File: src/rtl/mem_port_arbiter.sv
// Round-robin arbiter that shares one unified data memory between the fetch port (I) and the load/store port (D).
// Define MEM_ARB_PERF_EN to add grant and conflict performance counters.

module mem_port_arbiter #(
  parameter int ADDR_W  = 64,
  parameter int DATA_W  = 64,
  parameter int MEM_LAT = 1
) (
  input  logic              clk,
  input  logic              rst,
  input  logic              i_req,
  input  logic [ADDR_W-1:0] i_addr,
  output logic              i_ack,
  output logic [DATA_W-1:0] i_rdata,
  input  logic              d_req,
  input  logic              d_wr,
  input  logic [ADDR_W-1:0] d_addr,
  input  logic [DATA_W-1:0] d_wdata,
  output logic              d_ack,
  output logic [DATA_W-1:0] d_rdata,
  output logic [ADDR_W-1:0] mem_addr,
  output logic [DATA_W-1:0] mem_wdata,
  output logic              mem_wr,
  input  logic [DATA_W-1:0] mem_rdata,
  output logic              busy,
  output logic              owner
`ifdef MEM_ARB_PERF_EN
  ,
  output logic [31:0]       perf_i_grants,
  output logic [31:0]       perf_d_grants,
  output logic [31:0]       perf_conflicts
`endif
);

  // state  | meaning
  // IDLE   | no access in flight; arbitrate between i_req and d_req
  // ACCESS | memory access in flight; cnt counts down the read latency
  // RESP   | ack pulse to the owning port, then back to IDLE

  typedef enum logic [1:0] {
    IDLE   = 2'd0,
    ACCESS = 2'd1,
    RESP   = 2'd2
  } state_t;

  localparam logic [3:0] CNT_INIT = 4'(MEM_LAT - 1);

  state_t     state;
  logic       last_owner;
  logic       acc_wr;
  logic [3:0] cnt;

  logic grant_any;
  logic grant_d;

  // On a tie, the port that did not win last time gets the grant.
  always_comb begin
    grant_any = 1'b0;
    grant_d   = 1'b0;
    grant_any = i_req | d_req;
    grant_d   = d_req & (~i_req | ~last_owner);
  end

  always_ff @(posedge clk) begin
    if (rst) begin
      state      <= IDLE;
      last_owner <= 1'b0;
      acc_wr     <= 1'b0;
      cnt        <= '0;
      i_ack      <= 1'b0;
      d_ack      <= 1'b0;
      i_rdata    <= '0;
      d_rdata    <= '0;
      mem_addr   <= '0;
      mem_wdata  <= '0;
      mem_wr     <= 1'b0;
      busy       <= 1'b0;
      owner      <= 1'b0;
    end else begin
      i_ack <= 1'b0;
      d_ack <= 1'b0;
      case (state)
        IDLE: begin
          if (grant_any) begin
            state      <= ACCESS;
            busy       <= 1'b1;
            owner      <= grant_d;
            last_owner <= grant_d;
            acc_wr     <= grant_d & d_wr;
            mem_wr     <= grant_d & d_wr;
            mem_addr   <= grant_d ? d_addr : i_addr;
            mem_wdata  <= grant_d ? d_wdata : '0;
            cnt        <= CNT_INIT;
          end
        end
        ACCESS: begin
          // The write strobe is a single-cycle pulse at the start of the access.
          mem_wr <= 1'b0;
          if (cnt == 4'd0) begin
            state <= RESP;
            if (owner) begin
              d_ack <= 1'b1;
              if (!acc_wr) d_rdata <= mem_rdata;
            end else begin
              i_ack   <= 1'b1;
              i_rdata <= mem_rdata;
            end
          end else begin
            cnt <= cnt - 4'd1;
          end
        end
        RESP: begin
          state <= IDLE;
          busy  <= 1'b0;
        end
        default: begin
          state <= IDLE;
          busy  <= 1'b0;
        end
      endcase
    end
  end

`ifdef MEM_ARB_PERF_EN
  always_ff @(posedge clk) begin
    if (rst) begin
      perf_i_grants  <= '0;
      perf_d_grants  <= '0;
      perf_conflicts <= '0;
    end else if (state == IDLE) begin
      if (grant_any && grant_d)  perf_d_grants  <= perf_d_grants + 32'd1;
      if (grant_any && !grant_d) perf_i_grants  <= perf_i_grants + 32'd1;
      if (i_req && d_req)        perf_conflicts <= perf_conflicts + 32'd1;
    end
  end
`endif

endmodule

File: config.mk
export PLATFORM = sky130hd
export DESIGN_NAME = mem_port_arbiter
export DESIGN_NICKNAME = d
export VERILOG_FILES = /design/src/rtl/mem_port_arbiter.sv
export SDC_FILE = /design/constraint.sdc
export NUM_CORES = 1
export LEC_CHECK = 0
export BUFFER_PORTS_ARGS = -buffer_cell sky130_fd_sc_hd__buf_4
export CAP_MARGIN = 20
export CELL_PAD_IN_SITES_DETAIL_PLACEMENT = 0
export CELL_PAD_IN_SITES_GLOBAL_PLACEMENT = 2
export CORE_AREA = 2 2 201 203
export CTS_CLUSTER_DIAMETER = 30
export CTS_CLUSTER_SIZE = 8
export DETAILED_ROUTE_END_ITERATION = 6
export DIE_AREA = 0 0 203 205
export GPL_ROUTABILITY_DRIVEN = 1
export PLACE_DENSITY_LB_ADDON = 0.1
export SKIP_LAST_GASP = 1
export SLEW_MARGIN = 20
export SYNTH_ARGS = -nofsm -noshare
export SYNTH_HDL_FRONTEND = slang
export SYNTH_SLANG_ARGS = --single-unit
File: constraint.sdc
create_clock -name clk -period 5 [get_ports clk]
set_clock_uncertainty 0.2 [all_clocks]
set_input_delay 0.75 -clock clk [delete_from_list [all_inputs] [get_ports clk]]
set_output_delay 0.75 -clock clk [all_outputs]
set_load 0.005 [all_outputs]
==> impl_metrics.toml <==
[floorplanning]
fp.dieH_um = 205
start_util_pct = 27.7
die_w_um = 203
rows = 73
die_area_um2 = 41600
pin_count = 522
core-area_um2 = 39400

[synth]
syn_avg_cell_area_um2 = 8.81
async_flop_share_pct = 0
synth.area.top_cells = "dfxtp_1 49%, nand2_1 6.8%, a21oi_1 6.1%"
synth_edf_count = 0
synth.distinct_cells = 33
yosys_most_used_dff = "dfxtp_1"
synthesis.area_um2 = 10900
synth_fp_nets = 1501
synth.top_cells.by_count = "268 x dfxtp_1, 197 x nand2_1, 134 x a21oi_1, 129 x clkbuf_1, 67 x o21ai_0"
synthCells = 1238
ys.warnings.count = 0
synth.yosys.seq_area_share_pct = 49.2
synth_top_area_cell = "dfxtp_1"
synth_top_area_share_pct = 49.2
synth_seq_cells = 268
yosysMostFrequentCell = "dfxtp_1"

[clocking]
numClockSinks = 268
h-tree-depth = 3
cts_setup_buffers = 0
cts_resized = 0
clk_latency_ps = 580
ctsHoldBuffers = 0
cts_tree = "yes"
clk_pin_slew_worst_paths_ps = 40
clockBufferDepth = 3
cts_buffers = 81
root_buffer = "clkbuf_16"

[outcome]
status = "complete, no violations"

[setup_path]
crit_path_start = "last_owner"
slowest_stage = "buf_4"
crit_required_ps = 4050
critPathTopFamily = "buffers and inverters"
r2r_start = "cnt[0]"
cp.depth = 2
crit_buf_inv = 2
crit_top_cell = "buf_4"
r2r_cells = 6
crit_path_cell_trace = "buf_4, buf_4"
r2r_end = "d_rdata[4]"
cp-start-kind = "flip-flop"
endpoint = "owner"
critPathCaptureType = "primary output"
critPathArrivalTime_ps = 1910
cp_slowest_stage_delay_ps = 650
cp_max_fo = 66
critPathKind = "flip-flop to primary output"
r2r_setup_slack_ps = 2210

[drt]
postRouteWirelength_um = 47900
first_pass_iters = 4
drtIter0Drc = 487
drc = 0
num_vias = 11475
vias_per_cell = 4.98
wl_per_cell_um = 20.8
ant_nets = 0

[sta]
tightest_slew_ps = 1030
fin_tns_setup_ps = 0
whs_ps = 246
hold_violations = 0
finalMaxSlewViolations = 0
fin_crit_sh_pct = 57.2
rsz0062_at_grt = "false"
maxSlewHeadroom_pct = 31.6
setup_viol = 0
min_period_ps = 2860
timing.fmax_mhz = 350

[hold_path]
min_from = "i_addr[14]"
min_path_type = "primary input to flip-flop"

[power]
p_sw_uw = 2080
clock_power_share_pct = 60.8
power_uw = 8660
p_int_uw = 6580
swShare_pct = 24.1
cellPowerDensity_nw_per_um2 = 482
pwr-share-seq_pct = 27.6
irDropWorstVdd_v = 0.000243
leakage_uw = 0.00786
p_comb_share_pct = 11.6

[global_route]
antenna_found_initial = 0
grt_first_pass_wirelength_um = 71100
grt_usage_pct = 21.9
grt_pass1_vias = 11507
grt_max_degree = 89
overflow = 0

[layout]
syn_to_final_growth_pct = 64.7
fillers = 3879
nNetsFinal = 1977
drive_above_1_share_pct = 42.5
multi_input_area_um2 = 5010
antenna_cells = 0
layoutNonFillerInstCount = 2302
register_area_um2 = 5370

[place]
hpwl_um = 30700
port_buffers = 521
dp.cells = 2156
gp_congestion = 0.759

[run]
max_cap_violations = 0
sequential cells by signal (all words and copies together), names as in the netlist:
register    flops
mem_addr       64
i_rdata        64
i_ack           1
d_ack           1
cnt             4
state           2
last_owner      1
d_rdata        64
mem_wr          1
mem_wdata      64
acc_wr          1
busy            1
logic make-up after synthesis:
group	share of synthesized area, %
DFF	49.2
and+or+nand+nor	19.3
adders and majority gates	0.229
AOI/OAI and AO/OA	20.0
muxes	5.87
buffers and inverters	5.40
area by class of cell:
class                           count  share of cell area, %
Clock buffer                      113                   13.2
Multi-Input combinational cell    819                   27.9
Inverter                            4                 0.0974
Timing Repair Buffer              540                   22.6
Tap cell                          525                   3.65
Clock inverter                     33                   2.63
Sequential cell                   268                   29.9
power groups by stage:
stage / clock network [µW] / logic, µW / registers, µW
after floorplan: 0 / 437 / 2420
after global placement: 0 / 1020 / 2420
after detailed placement: 0 / 1020 / 2420
after CTS: 5350 / 1020 / 2390
after global routing: 5480 / 1100 / 2410
final: 5260 / 1010 / 2390
cells in the final DEF (no fill, tap or decap), types with 3 or more instances in the layout:
master,n
clkinv_8,3
o21ai_0,67
clkbuf_1,10
nor2b_1,3
buf_4,538
nand4_1,66
clkinv_2,16
nor4_1,65
a21oi_1,134
nor2_4,3
nand2_1,196
dfxtp_1,267
mux2i_1,64
bufinv_16,10
clkbuf_8,21
inv_1,3
nor3_1,4
clkbuf_16,82
a31o_2,64
nand2b_1,65
a311oi_1,64
worst register-to-register path: stages (launching register included):
cell	delay, ps
dfxtp_1	320
inv_1	100
ha_1	170
or3b_2	470
buf_4	380
or4_4	810
mux2i_1	200
how the worst min path moves through the flow:
stage          cells after the start            to  slack (ps)
2_1_floorplan                      2   d_rdata[17]         250
3_3_place_gp                       2   d_rdata[38]         240
3_5_place_dp                       2   d_rdata[59]         250
4_1_cts                            3  mem_addr[17]         210
5_1_grt                            3  mem_addr[16]         230
6_report                           3  mem_addr[14]         250
through the flow:
step / util, % / instance area (µm²) / worst slack, ps
after floorplan: - / 10900 / 2620
after global placement: 38.4 / 15100 / 1670
after detailed placement: 38.4 / 15100 / 1600
after CTS: 45.7 / 18000 / 2060
after global routing: 45.7 / 18000 / 2040
final: 45.7 / 18000 / 2140
layer usage:
layer	vias to the layer above	GRT usage (%)	wire, µm
li1	5504	-	-
met1	5466	26.3	19800
met2	420	35.4	22500
met3	85	8.67	4270
met4	0	8.45	1420
met5	-	0	0
(Power assumes the default switching activity.)
